===== src/rtl/pingpong_pkg.sv =====
// Shared types and defaults for the ping/pong initiator and its watchdog.
package pingpong_pkg;

    typedef enum logic [2:0] {
        IDLE = 3'd0,
        REQ  = 3'd1,
        REL  = 3'd2,
        NEXT = 3'd3,
        DONE = 3'd4,
        ERR  = 3'd5
    } pp_state_e;

    localparam int unsigned PP_DEFAULT_ROUNDS  = 5;
    localparam int unsigned PP_DEFAULT_TIMEOUT = 16;
    localparam int unsigned PP_DEFAULT_CNT_W   = 8;

    // True while the initiator is waiting on the responder in either handshake phase.
    function automatic logic pp_in_phase(input pp_state_e s);
        return (s == REQ) || (s == REL);
    endfunction

endpackage


===== src/rtl/pingpong_watchdog.sv =====
// Per-phase cycle counter that flags a responder which stops answering.
// Only instantiated when PINGPONG_WATCHDOG_EN is defined.
module pingpong_watchdog
    import pingpong_pkg::*;
#(
    parameter int unsigned TIMEOUT = PP_DEFAULT_TIMEOUT
) (
    input  logic i_clk,
    input  logic i_rst_n,
    input  logic i_clear,
    input  logic i_run,
    output logic o_expired
);

    // The counter only ever needs to reach TIMEOUT-1: expiry is taken on the edge after that.
    localparam int unsigned LP_W = (TIMEOUT > 1) ? $clog2(TIMEOUT) : 1;
    localparam logic [LP_W-1:0] LP_LAST = LP_W'(TIMEOUT - 1);

    logic [LP_W-1:0] r_cnt;
    logic            w_at_last;

    assign w_at_last = (r_cnt == LP_LAST);
    assign o_expired = i_run && w_at_last;

    // Count cycles spent in the current phase; saturate so the count can never wrap.
    always_ff @(posedge i_clk or negedge i_rst_n) begin
        if (!i_rst_n) begin
            r_cnt <= '0;
        end else if (i_clear) begin
            r_cnt <= '0;
        end else if (i_run && !w_at_last) begin
            r_cnt <= r_cnt + 1'b1;
        end
    end

endmodule


===== src/rtl/pingpong_initiator.sv =====
// Four-phase ping initiator: raises ping_req, waits for pong_ack to rise and
// fall, and repeats for ROUNDS round trips. Optional watchdog enabled by
// defining PINGPONG_WATCHDOG_EN; without it error stays 0 and ERR is unreachable.
module pingpong_initiator
    import pingpong_pkg::*;
#(
    parameter int unsigned ROUNDS  = PP_DEFAULT_ROUNDS,
    parameter int unsigned CNT_W   = PP_DEFAULT_CNT_W,
    parameter int unsigned TIMEOUT = PP_DEFAULT_TIMEOUT
) (
    input  logic             i_clk,
    input  logic             i_rst_n,
    input  logic             i_start,
    input  logic             i_abort,
    input  logic             i_pong_ack,
    output logic             o_ping_req,
    output logic             o_busy,
    output logic             o_done,
    output logic [CNT_W-1:0] o_rounds,
    output logic             o_error
);

    if (ROUNDS >= (64'd1 << CNT_W)) begin : g_bad_rounds
        $fatal(1, "pingpong_initiator: ROUNDS does not fit in CNT_W bits");
    end

    if (TIMEOUT < 1) begin : g_bad_timeout
        $fatal(1, "pingpong_initiator: TIMEOUT must be at least 1");
    end

    localparam logic [CNT_W-1:0] LP_ROUNDS      = CNT_W'(ROUNDS);
    localparam logic             LP_ZERO_ROUNDS = (ROUNDS == 0);

    pp_state_e        r_state;
    logic             r_ping_req;
    logic             r_busy;
    logic             r_done;
    logic             r_error;
    logic [CNT_W-1:0] r_rounds;
    logic             w_start_ok;
    logic             w_expired;

    // A start is only honoured once the responder has released its acknowledge.
    assign w_start_ok = i_start && !i_pong_ack;

`ifdef PINGPONG_WATCHDOG_EN
    logic w_wd_run;
    logic w_wd_clear;

    // Restart the count on REQ->REL, and hold it at zero outside the two phases
    // so every entry into REQ or REL begins from zero.
    assign w_wd_run   = pp_in_phase(r_state);
    assign w_wd_clear = !w_wd_run || ((r_state == REQ) && i_pong_ack);

    pingpong_watchdog #(
        .TIMEOUT (TIMEOUT)
    ) u_watchdog (
        .i_clk     (i_clk),
        .i_rst_n   (i_rst_n),
        .i_clear   (w_wd_clear),
        .i_run     (w_wd_run),
        .o_expired (w_expired)
    );
`else
    assign w_expired = 1'b0;
`endif

    // Handshake sequencer with all outputs registered alongside the state.
    always_ff @(posedge i_clk or negedge i_rst_n) begin
        if (!i_rst_n) begin
            r_state    <= IDLE;
            r_ping_req <= 1'b0;
            r_busy     <= 1'b0;
            r_done     <= 1'b0;
            r_error    <= 1'b0;
            r_rounds   <= '0;
        end else begin
            r_done <= 1'b0;
            case (r_state)
                IDLE, ERR: begin
                    if (w_start_ok) begin
                        r_rounds <= '0;
                        r_error  <= 1'b0;
                        r_busy   <= 1'b1;
                        if (LP_ZERO_ROUNDS) begin
                            r_state <= DONE;
                            r_done  <= 1'b1;
                        end else begin
                            r_state    <= REQ;
                            r_ping_req <= 1'b1;
                        end
                    end
                end
                REQ: begin
                    if (i_abort) begin
                        r_state    <= IDLE;
                        r_ping_req <= 1'b0;
                        r_busy     <= 1'b0;
                    end else if (i_pong_ack) begin
                        r_state    <= REL;
                        r_ping_req <= 1'b0;
                    end else if (w_expired) begin
                        r_state    <= ERR;
                        r_ping_req <= 1'b0;
                        r_busy     <= 1'b0;
                        r_error    <= 1'b1;
                    end
                end
                REL: begin
                    if (i_abort) begin
                        r_state <= IDLE;
                        r_busy  <= 1'b0;
                    end else if (!i_pong_ack) begin
                        r_state  <= NEXT;
                        r_rounds <= r_rounds + 1'b1;
                    end else if (w_expired) begin
                        r_state <= ERR;
                        r_busy  <= 1'b0;
                        r_error <= 1'b1;
                    end
                end
                NEXT: begin
                    if (i_abort) begin
                        r_state <= IDLE;
                        r_busy  <= 1'b0;
                    end else if (r_rounds == LP_ROUNDS) begin
                        r_state <= DONE;
                        r_done  <= 1'b1;
                    end else begin
                        r_state    <= REQ;
                        r_ping_req <= 1'b1;
                    end
                end
                DONE: begin
                    r_state <= IDLE;
                    r_busy  <= 1'b0;
                end
                default: begin
                    r_state    <= IDLE;
                    r_ping_req <= 1'b0;
                    r_busy     <= 1'b0;
                end
            endcase
        end
    end

    assign o_ping_req = r_ping_req;
    assign o_busy     = r_busy;
    assign o_done     = r_done;
    assign o_rounds   = r_rounds;
    assign o_error    = r_error;

endmodule

===== config.mk =====
export PLATFORM = sky130hd
export DESIGN_NAME = pingpong_initiator
export DESIGN_NICKNAME = d
export VERILOG_FILES = /design/src/rtl/pingpong_pkg.sv /design/src/rtl/pingpong_watchdog.sv /design/src/rtl/pingpong_initiator.sv
export SDC_FILE = /design/constraint.sdc
export NUM_CORES = 1
export LEC_CHECK = 0
export CAP_MARGIN = 10
export CORE_ASPECT_RATIO = 1.4
export CORE_MARGIN = 2
export CORE_UTILIZATION = 30
export CTS_CLUSTER_SIZE = 12
export DETAILED_ROUTE_END_ITERATION = 7
export PLACE_DENSITY = 0.6
export SYNTH_ARGS = -nofsm -noshare
export SYNTH_HDL_FRONTEND = slang
export SYNTH_SLANG_ARGS = --single-unit

===== constraint.sdc =====
create_clock -name i_clk -period 2.1 [get_ports i_clk]
set_clock_uncertainty 0.05 [all_clocks]
set_input_delay 0.63 -clock i_clk [delete_from_list [all_inputs] [get_ports i_clk]]
set_output_delay 0.63 -clock i_clk [all_outputs]
set_load 0.02 [all_outputs]

==> flow_summary.yaml <==
cts:
  cts_setup_buffers: 0
  root_buffer: "clkbuf_8"
  ctsLongestPathBuffers: 2
  cts_buffers: 3
  htreeDepth: 1
  tritoncts: "done"
  cts.sinks: 14
  clk_latency_ns: 0.24
  clk_pin_slew_ns: 0.05
yosys:
  synth_compound_area_share_pct: 18.1
  synth_adder_area_share_pct: 2.81
  synth_top_area_share_pct: 39.4
  synth_flop_cell: "dfrtp_1"
  synth_nets: 108
  ys_top_cells_by_area: "dfrtp_1 39%, mux2i_1 4.5%, nand2_1 4.2%"
  synth.area.mux_share_pct: 5.77
  async_reset_ff_share_pct: 100
  yosysUniqueCellTypes: 41
  yosysSeqAreaShare_pct: 39.4
  synthXorXnorAreaFrac_pct: 0.985
  yosysMostFrequentCell: "dfrtp_1"
  synth_top_family_by_area: "simple AND/OR/NAND/NOR gates"
  synth.avg_cell_area_um2: 8.81
  syn_area_um2: 890
  synth_warnings: 0
  ys_seq_elements: 14
  synthSimpleGateAreaFrac_pct: 27.1
  netlist_instances: 101
  synth_top_cells_by_count: "14 x dfrtp_1, 10 x nand2_1, 9 x nor2_1"
  synth_edf_count: 0
  synth_area_leader_cell: "dfrtp_1"
drt:
  drt-wirelength-per-cell_um: 12.6
  drc: 0
  drt-pass1-iter-count: 4
  via_per_inst: 5.14
  num_vias: 817
  drtAntennaViolNets: 0
  drt_wl_total_um: 2000
  initialDrtViolationCount: 9
timing:
  timing.fmax_mhz: 490
  hold_viol_final: 0
  rsz0062_at_grt: "no"
  finalCritPeriodShare_pct: 97.1
  setup_viol: 0
  tns_ns: 0
  finalCriticalPeriod_ns: 2.04
  final_max_slew_viol_count: 0
place:
  placed_area_um2: 1120
  place_congestion: 0.874
  post-dp-hpwl_um: 1520
  dp_cells: 156
  port_buffers: 15
setup_path:
  worstPathArrival_ns: 2.11
  critPathKind: "in2reg"
  slowest_delay_ns: 0.51
  crit_required_ns: 2.17
  crit_path_max_fanout: 5
  endpoint: "o_rounds[2]"
  regToRegEndpoint: "o_ping_req"
  worstRegToRegCells: 4
  cp_cell_sequence: "clkdlybuf4s50_1 -> nand2_1 -> or4b_4 -> buf_4 -> a21oi_1 -> mux2i_1"
  cp-start-kind: "primary input"
  crit_buf_inv: 2
  crit_start: "i_start"
  path_depth: 6
  r2r_setup_slack_ns: 0.26
  cp-end-kind: "flop"
  crit_family: "buffers and inverters"
  cpMaxStageDelayCell: "or4b_4"
  r2r_start: "o_rounds[4]"
floorplan:
  die_w_um: 50.0
  die_area_um2: 3420
  io_pins: 17
  start_util_pct: 31.2
  num_rows: 23
  die-height_um: 68.4
  core_area_um2: 2850
layout:
  synthToLayoutAreaGrowth_pct: 31.2
  seq_area_um2: 350
  instances_no_fill: 159
  postLayoutCellArea_um2: 1170
  fillers: 284
  multiInputGateArea_um2: 500
  fin_nets: 131
  antenna_cells: 0
  drive_gt1_share_pct: 13.1
outcome:
  status: "finished, final reports clean"
global_routing:
  grt_use_total_pct: 12.7
  grt_overflow: 0
  grt_antenna_before_repair: 0
  first_global_vias: 781
  grt_pass1_wl_um: 3290
  grt_max_degree: 15
power_and_ir_drop:
  power.leakage_nw: 0.500
  power.total_mw: 0.732
  p_per_area_nw_per_um2: 627
  vdd_drop_max_mv: 0.311
hold_path:
  hold_path.class: "reg2reg"
run:
  maxCapViolations: 0
## through the flow
step           worst slack (ns)  hold WS (ns)  util, %
2_1_floorplan             0.141         0.284        -
3_3_place_gp             -0.184         0.456     39.2
3_5_place_dp             -0.209         0.458     39.2
4_1_cts                  0.0483         0.466     40.7
5_1_grt                  0.0120         0.504     41.0
6_report                 0.0603         0.463     41.0
## registers in the layout (all words and copies together) (netlist names)
register / cells
r_state: 3
o_done: 1
o_busy: 1
o_rounds: 8
o_ping_req: 1
## cells by family (layout without fill, tap and decap cells)
family | after synthesis | after routing
compound gates | 24 | 24
simple gates | 45 | 45
fa+ha+maj | 2 | 2
buf+inv | 9 | 30
xor+xnor | 1 | 1
flops | 14 | 14
mux | 5 | 5
other cells | 1 | 1
## placed cells by master (no fill, tap or decap), types with 3 or more instances in the layout
master,count
clkdlybuf4s50_1,15
dfrtp_1,14
nand2_1,10
nor2_1,9
buf_4,9
a21oi_1,6
nand3_1,6
mux2i_1,4
inv_1,3
nand2b_1,3
and3_1,3
clkbuf_8,3
## metal layers
layer	up-vias	global-route usage, %	wire length, µm
met1	388	14.1	900
li1	407	-	-
met2	16	22.5	1010
met4	0	9.38	58
met3	6	1.31	28
met5	-	0	0
## power by group
group          total, mW  switching [mW]  leakage [nW]  internal [mW]
Combinational      0.186          0.0894         0.288         0.0971
Sequential         0.334          0.0398         0.190          0.294
Clock              0.212          0.0855        0.0216          0.126
Total              0.732           0.215         0.500          0.518
## how the worst min path moves through the flow
stage                              to  cells after the start        start  slack (ns)
final                     o_rounds[7]                      1  o_rounds[7]        0.46
after global routing           o_busy                      2       o_busy        0.50
after CTS                 o_rounds[7]                      1  o_rounds[7]        0.47
after detailed placement  o_rounds[7]                      1  o_rounds[7]        0.46
after global placement    o_rounds[7]                      1  o_rounds[7]        0.46
after floorplan                o_busy                      0      i_rst_n        0.28
## area by class of cell
class | instances | share of cell area (%)
clock buffer | 3 | 3.54
sequential | 14 | 30.0
multi-input combinational | 78 | 42.9
inverter | 3 | 0.965
timing repair buffer | 24 | 18.6
tap | 37 | 3.97
## timing repair
item / 4_1_cts / 5_1_grt
hold buffers: 0 / 0
setup endpoints to repair: 0 / 3
endpoints found under the hold margin: 0 / 0
resized for setup: 0 / 2
Note: power is estimated with default switching activity, not from simulation.
